**src/rtl/acq_sched_pkg.sv**
```systemverilog
// Shared types, widths and the configuration check for the ADC acquisition
// echo scheduler.
package acq_sched_pkg;

  localparam int ACQ_DW = 32;

  typedef enum logic [1:0] {
    IDLE = 2'd0,
    PRE  = 2'd1,
    ECHO = 2'd2
  } sched_state_e;

  // Offset+length is summed one bit wider so huge offsets cannot wrap into range.
  function automatic logic cfg_valid(
    input logic [ACQ_DW-1:0] ec,
    input logic [ACQ_DW-1:0] len,
    input logic [ACQ_DW-1:0] off,
    input logic [ACQ_DW-1:0] per
  );
    logic [ACQ_DW:0] span;
    span = {1'b0, off} + {1'b0, len};
    return (ec != {ACQ_DW{1'b0}}) && (len != {ACQ_DW{1'b0}}) && (span < {1'b0, per});
  endfunction

endpackage

```
**src/rtl/acq_period_cnt.sv**
```systemverilog
// Loadable up-counter with terminal-count flag and a window compare evaluated
// on the value the counter takes at the next edge.
module acq_period_cnt
  import acq_sched_pkg::*;
#(
  parameter int W = ACQ_DW
) (
  input  logic         clk,
  input  logic         rst_n,
  input  logic         clear,
  input  logic         load,
  input  logic         en,
  input  logic [W-1:0] load_val,
  input  logic [W-1:0] term,
  input  logic [W-1:0] off,
  input  logic [W-1:0] len,
  output logic         tc,
  output logic         win_next
);

  logic [W-1:0] cnt_r;
  logic [W-1:0] nxt_s;
  logic [W:0]   win_end_s;

  // Next count and lookahead window compare against [off, off+len).
  always_comb begin
    nxt_s     = cnt_r;
    win_end_s = {1'b0, off} + {1'b0, len};
    if (clear) begin
      nxt_s = {W{1'b0}};
    end else if (load) begin
      nxt_s = load_val;
    end else if (en) begin
      nxt_s = cnt_r + {{(W-1){1'b0}}, 1'b1};
    end else begin
      nxt_s = cnt_r;
    end
    tc       = (cnt_r == term);
    win_next = ({1'b0, nxt_s} >= {1'b0, off}) && ({1'b0, nxt_s} < win_end_s);
  end

  // Count register.
  always_ff @(posedge clk) begin
    if (!rst_n) begin
      cnt_r <= {W{1'b0}};
    end else begin
      cnt_r <= nxt_s;
    end
  end

endmodule

```
**src/rtl/acq_echo_scheduler.sv**
```systemverilog
// Sequences ECHO_COUNT acquisition windows across a CPMG echo train, one train
// per accepted START, with abort, completion and configuration-error reporting.
module acq_echo_scheduler
  import acq_sched_pkg::*;
#(
  parameter int DATABUS_WIDTH = ACQ_DW
) (
  input  logic                     CLK,
  input  logic                     RESET,
  input  logic                     START,
  input  logic                     ABORT,
  input  logic [DATABUS_WIDTH-1:0] PRE_DELAY,
  input  logic [DATABUS_WIDTH-1:0] ECHO_PERIOD,
  input  logic [DATABUS_WIDTH-1:0] WND_OFFSET,
  input  logic [DATABUS_WIDTH-1:0] WND_LENGTH,
  input  logic [DATABUS_WIDTH-1:0] ECHO_COUNT,
  output logic                     ACQ_WND,
  output logic                     BUSY,
  output logic                     DONE,
  output logic                     ERR,
  output logic [DATABUS_WIDTH-1:0] ECHO_IDX
);

  localparam logic [DATABUS_WIDTH-1:0] ZERO = {DATABUS_WIDTH{1'b0}};
  localparam logic [DATABUS_WIDTH-1:0] ONE  = {{(DATABUS_WIDTH-1){1'b0}}, 1'b1};

  sched_state_e state_r, state_nxt_s;
  logic [DATABUS_WIDTH-1:0] pd_r, ep_r, off_r, len_r, ec_r, idx_r, idx_nxt_s, term_s;
  logic acq_r, busy_r, done_r, err_r;
  logic acq_nxt_s, busy_nxt_s, done_nxt_s, err_nxt_s;
  logic cfg_ok_s, latch_s, cnt_clear_s, cnt_load_s, cnt_en_s, tc_s, win_next_s;

  assign cfg_ok_s = cfg_valid(ECHO_COUNT, WND_LENGTH, WND_OFFSET, ECHO_PERIOD);
  assign term_s   = (state_r == PRE) ? (pd_r - ONE) : (ep_r - ONE);

  acq_period_cnt #(.W(DATABUS_WIDTH)) u_period_cnt (
    .clk      (CLK),
    .rst_n    (RESET),
    .clear    (cnt_clear_s),
    .load     (cnt_load_s),
    .en       (cnt_en_s),
    .load_val (ZERO),
    .term     (term_s),
    .off      (off_r),
    .len      (len_r),
    .tc       (tc_s),
    .win_next (win_next_s)
  );

  // State register.
  always_ff @(posedge CLK) begin
    if (!RESET) begin
      state_r <= IDLE;
    end else begin
      state_r <= state_nxt_s;
    end
  end

  // Next state and next output values; acceptance uses the raw config inputs.
  always_comb begin
    state_nxt_s = state_r;
    busy_nxt_s  = busy_r;
    idx_nxt_s   = idx_r;
    acq_nxt_s   = 1'b0;
    done_nxt_s  = 1'b0;
    err_nxt_s   = 1'b0;
    latch_s     = 1'b0;
    cnt_clear_s = 1'b0;
    cnt_load_s  = 1'b0;
    cnt_en_s    = 1'b0;
    if (ABORT) begin
      state_nxt_s = IDLE;
      busy_nxt_s  = 1'b0;
      idx_nxt_s   = ZERO;
      cnt_clear_s = 1'b1;
    end else begin
      case (state_r)
        IDLE: begin
          cnt_clear_s = 1'b1;
          if (START && cfg_ok_s) begin
            latch_s     = 1'b1;
            busy_nxt_s  = 1'b1;
            idx_nxt_s   = ZERO;
            acq_nxt_s   = (PRE_DELAY == ZERO) && (WND_OFFSET == ZERO);
            state_nxt_s = (PRE_DELAY == ZERO) ? ECHO : PRE;
          end else begin
            err_nxt_s   = START;
            state_nxt_s = IDLE;
          end
        end
        PRE: begin
          cnt_en_s = 1'b1;
          if (tc_s) begin
            cnt_load_s  = 1'b1;
            state_nxt_s = ECHO;
            acq_nxt_s   = win_next_s;
          end else begin
            acq_nxt_s = 1'b0;
          end
        end
        ECHO: begin
          cnt_en_s = 1'b1;
          if (tc_s && (idx_r == ec_r - ONE)) begin
            cnt_clear_s = 1'b1;
            state_nxt_s = IDLE;
            busy_nxt_s  = 1'b0;
            done_nxt_s  = 1'b1;
            idx_nxt_s   = ZERO;
          end else if (tc_s) begin
            cnt_load_s = 1'b1;
            idx_nxt_s  = idx_r + ONE;
            acq_nxt_s  = win_next_s;
          end else begin
            acq_nxt_s = win_next_s;
          end
        end
        default: begin
          state_nxt_s = IDLE;
          busy_nxt_s  = 1'b0;
          idx_nxt_s   = ZERO;
          cnt_clear_s = 1'b1;
        end
      endcase
    end
  end

  // Output registers and latched configuration.
  always_ff @(posedge CLK) begin
    if (!RESET) begin
      acq_r  <= 1'b0;
      busy_r <= 1'b0;
      done_r <= 1'b0;
      err_r  <= 1'b0;
      idx_r  <= ZERO;
      pd_r   <= ZERO;
      ep_r   <= ZERO;
      off_r  <= ZERO;
      len_r  <= ZERO;
      ec_r   <= ZERO;
    end else begin
      acq_r  <= acq_nxt_s;
      busy_r <= busy_nxt_s;
      done_r <= done_nxt_s;
      err_r  <= err_nxt_s;
      idx_r  <= idx_nxt_s;
      if (latch_s) begin
        pd_r  <= PRE_DELAY;
        ep_r  <= ECHO_PERIOD;
        off_r <= WND_OFFSET;
        len_r <= WND_LENGTH;
        ec_r  <= ECHO_COUNT;
      end else begin
        pd_r  <= pd_r;
        ep_r  <= ep_r;
        off_r <= off_r;
        len_r <= len_r;
        ec_r  <= ec_r;
      end
    end
  end

  assign ACQ_WND  = acq_r;
  assign BUSY     = busy_r;
  assign DONE     = done_r;
  assign ERR      = err_r;
  assign ECHO_IDX = idx_r;

endmodule

```
**config.mk**
```make
export PLATFORM = sky130hd
export DESIGN_NAME = acq_echo_scheduler
export DESIGN_NICKNAME = d
export VERILOG_FILES = /design/src/rtl/acq_sched_pkg.sv /design/src/rtl/acq_period_cnt.sv /design/src/rtl/acq_echo_scheduler.sv
export SDC_FILE = /design/constraint.sdc
export NUM_CORES = 1
export LEC_CHECK = 0
export ABC_AREA = 1
export CAP_MARGIN = 20
export CORE_AREA = 2 2 253 255
export CTS_CLUSTER_SIZE = 10
export DETAILED_ROUTE_END_ITERATION = 16
export DIE_AREA = 0 0 255 257
export GPL_TIMING_DRIVEN = 0
export MAX_ROUTING_LAYER = met4
export PLACE_DENSITY_LB_ADDON = 0.3
export REMOVE_ABC_BUFFERS = 1
export SYNTH_ARGS = -nofsm -noshare
export SYNTH_HDL_FRONTEND = slang
export SYNTH_SLANG_ARGS = --single-unit
```
**constraint.sdc**
```tcl
create_clock -name CLK -period 6.6 [get_ports CLK]
set_input_delay 1.65 -clock CLK [delete_from_list [all_inputs] [get_ports CLK]]
set_output_delay 1.65 -clock CLK [all_outputs]
set_load 0.01 [all_outputs]
```
==> results of run 1 <==
==> cells by family (layout without fill, tap and decap cells) <==
group / count (synthesis) / count (layout) / share of synthesized area [%]
buf+inv: 407 / 591 / 8.762
fa+ha+maj: 165 / 165 / 11.14
xor+xnor: 184 / 184 / 8.634
flops: 230 / 230 / 24.67
other cells: 0 / 5 / 0
simple gates: 1359 / 1363 / 31.79
mux: 1 / 1 / 0.05363
compound gates: 519 / 519 / 14.95
==> power breakdown <==
part	internal, mW	total, mW	leakage (nW)	switching [mW]
Combinational	0.769	2.12	7.39	1.35
Sequential	1.48	1.54	1.87	0.0601
Clock	0.919	1.55	0.441	0.627
==> registers in the layout, summed over array words and instances (netlist names), 2 cells and up <==
name,flops
ECHO_IDX,32
ec_r,32
ep_r,32
len_r,32
off_r,32
pd_r,32
u_period_cnt.cnt_r,32
state_r,2
==> critical path: cells and delay by family <==
family	cells	cell delay, ns
buffers and inverters	3	0.77
xor gates and xnor gates	1	0.15
AOI/OAI and AO/OA	16	2.56
adders and majority gates	2	0.69
and+or+nand+nor	7	0.89
==> routing by layer <==
layer | track usage [%] | vias to the layer above
met2 | 32.22 | 413
met4 | 6.010 | 0
met5 | - | -
met1 | 26.62 | 8743
met3 | 2.347 | 92
li1 | - | 9828
==> worst paths after layout <==
kind / to / slack (ns)
worst max register to register: ACQ_WND / 0.68
worst min register to register: ep_r[15] / 0.45
worst min-delay path: ep_r[15] / 0.45
worst max-delay path: ep_r[20] / 0.35
==> layout make-up <==
type | count | area [µm²]
antenna | 5 | 12.51
timing repair buffer | 237 | 2574
fill | 6758 | 39760
tap | 846 | 1059
inverter | 311 | 1181
sequential | 230 | 4604
multi-input combinational | 2232 | 12650
clock inverter | 6 | 83.83
clock buffer | 37 | 805.8
==> timing repair <==
| item | CTS | global route |
|---|---|---|
| endpoints found under the setup margin | 193 | 194 |
| gates resized for setup | 78 | 35 |
| buffers inserted | 15 | 8 |
| pin swaps | 7 | 12 |
| hold buffers | 0 | 0 |
| cloned | 10 | 0 |
==> cells in the final DEF (no fill, tap or decap), drive strengths merged, types with 5 or more instances in the layout <==
master           n
nand2          633
a21boi           8
nor3           104
clkdlybuf4s50  192
nor4            48
a21oi          238
ha             163
a211oi          12
buf             37
xor2           123
nand3           89
dlymetal6s2s     6
xnor2           61
o21ai          222
nand4           60
inv            309
dfxtp          230
diode            5
o211ai           5
nand3b          10
nor2           401
o21bai          10
clkbuf          37
clkinv           5
==> metrics by stage <==
step / area (µm²) / util (%) / cells
3_3_place_gp: 21250 / 33.87 / 3814
6_report: 22970 / 36.62 / 3904
2_1_floorplan: 18200 / - / 2769
4_1_cts: 22780 / 36.31 / 3890
3_5_place_dp: 21460 / 34.20 / 3822
5_1_grt: 22970 / 36.62 / 3904
==> metrics.md, run 1 <==
| Metric | Value |
|---|---|
| Outcome | completed |
| Core box area | approximately 0.063 mm² |
| Unrepaired setup endpoints after global routing | false |
| Ports | 200 |
| Antenna violations before repair | 5 |
| WL final | approximately 66000 µm |
| Max-slew violations | 0 |
| Row count | 92 |
| Final Setup Violations | 0 |
| Detailed Routing Iterations Pass 1 | 5 |
| Worst skew pair latency | roughly 0.58 ns |
| Power Density | 226.7 mW/mm² |
| Number of synthesized flops with an enable pin | 0 |
| Top Layer Used | met4 |
| Die X | 255 µm |
| YS warnings | 0 |
| Setup WS post-layout | between 0.3 and 0.4 ns |
| Hpwl dp | slightly above 50000 µm |
| Distinct cells, synth | 61 |
| WHS | 0.4544 ns |
| CTS root buf | clkbuf_16 |
| CTS clock-pin slew for the worst setup and hold paths | roughly 0.060 ns |
| Vias in the first global route | 18146 |
| Worst R2R Start | state_r[1] |
| Worst slew pin tran | 0.9536 ns |
| First-pass GRT wire length | between 100000 and 150000 µm |
| Die area | approximately 0.066 mm² |
| Tot Pwr | about 5.2 mW |
| Worst hold stages | 2 |
| Number of port buffers | roughly 200 |
| Crit path top cell by count | o21ai_2 |
| Final antenna-violating net count | 0 |
| P&R area growth vs syn | 23.08% |
| Final Hold Fails | 0 |
| DR WL met3 | 3247 µm |
| Syn_area_per_cell | ~6.5 µm² |
| Crit start category | primary input |
| Final Cycle Share | between 90% and 100% |
| VDD IR max | 0.1845 mV |
| Layout cells sized above 1 | 5.863% |
| Vias | around 19000 |
| Crit. Startpoint | WND_OFFSET[5] |
| Largest net degree at the start of global routing | 111 |
| Pleak | between 9 and 10 nW |
| Sequential share of the synthesized area | approximately 25% |
| Number of max-cap violations | 0 |
| Routed len/inst | approximately 17 µm |
| Share of the synthesized area in the top cell type | 24.67% |
| Dominant cell type by area after synthesis | dfxtp_1 |
| Pre-CTS WS | -1.950 ns |
| Layout Skew | approximately 0.018 ns |
| CTS tree | built |
| Met2 wire length | around 30000 µm |
| Top-count cell post-synth | nand2_1 |
| Die height | around 260 µm |
| Met1 Wirelength | ~31000 µm |
| CTS max path bufs | 3 |
| RD Place Congestion | approximately 0.94 |
| Hold WC Path Type | reg -> reg |
| Type of destination of the critical path | register |
| Arrival @ worst endpoint | between 6 and 7 ns |
| Worst r2r path cells | 32 |
| Critical path required time | between 7 and 8 ns |
| Total GRT Usage | 20.17% |
| Synthesized instance count | approximately 2900 |
| Commonest cells post-synth | 608 x nand2_1, 379 x nor2_1, 304 x inv_1 |
| Max Freq | 159.9 MHz |
| DRC viols | 0 |
| H-Tree Depth | 1 |
| Max stage delay cell, worst path | clkdlybuf4s50_1 |
| Vias per cell | a little under 5 |
| Crit path kind | in -> reg |
| Max incr delay on CP | 0.46 ns |
| Initial Util | between 20 and 30% |
| CP max FO | 5 |
| Asr flop ratio synth | 0% |
| Rel. slew slack | 35.84% |
| Mapped Area | between 0.015 and 0.02 mm² |
| Num CTS Buffers | 29 |
| Final min period | between 6 and 7 ns |
| Nets | 3370 |
| DR iter-0 viols | roughly 1200 |
| Main synth FF type | dfxtp_1 |
| Worst min-delay path startpoint | ep_r[15] |
| Grt total ovfl | 0 |
| CTS sink cnt | 230 |
| Register bit total from synthesis | between 200 and 250 |
| Setup TNS | 0 ns |
| Synth area leaders | dfxtp_1 25%, nand2_1 12%, ha_1 11% |
(Power assumes the default switching activity.)
==> inputs of run 2 (changes only) <==
- TNS_END_PERCENT: unset -> 10
==> results of run 2 <==
Same layout as run 1: the final DEF is identical, and so are final timing and power.
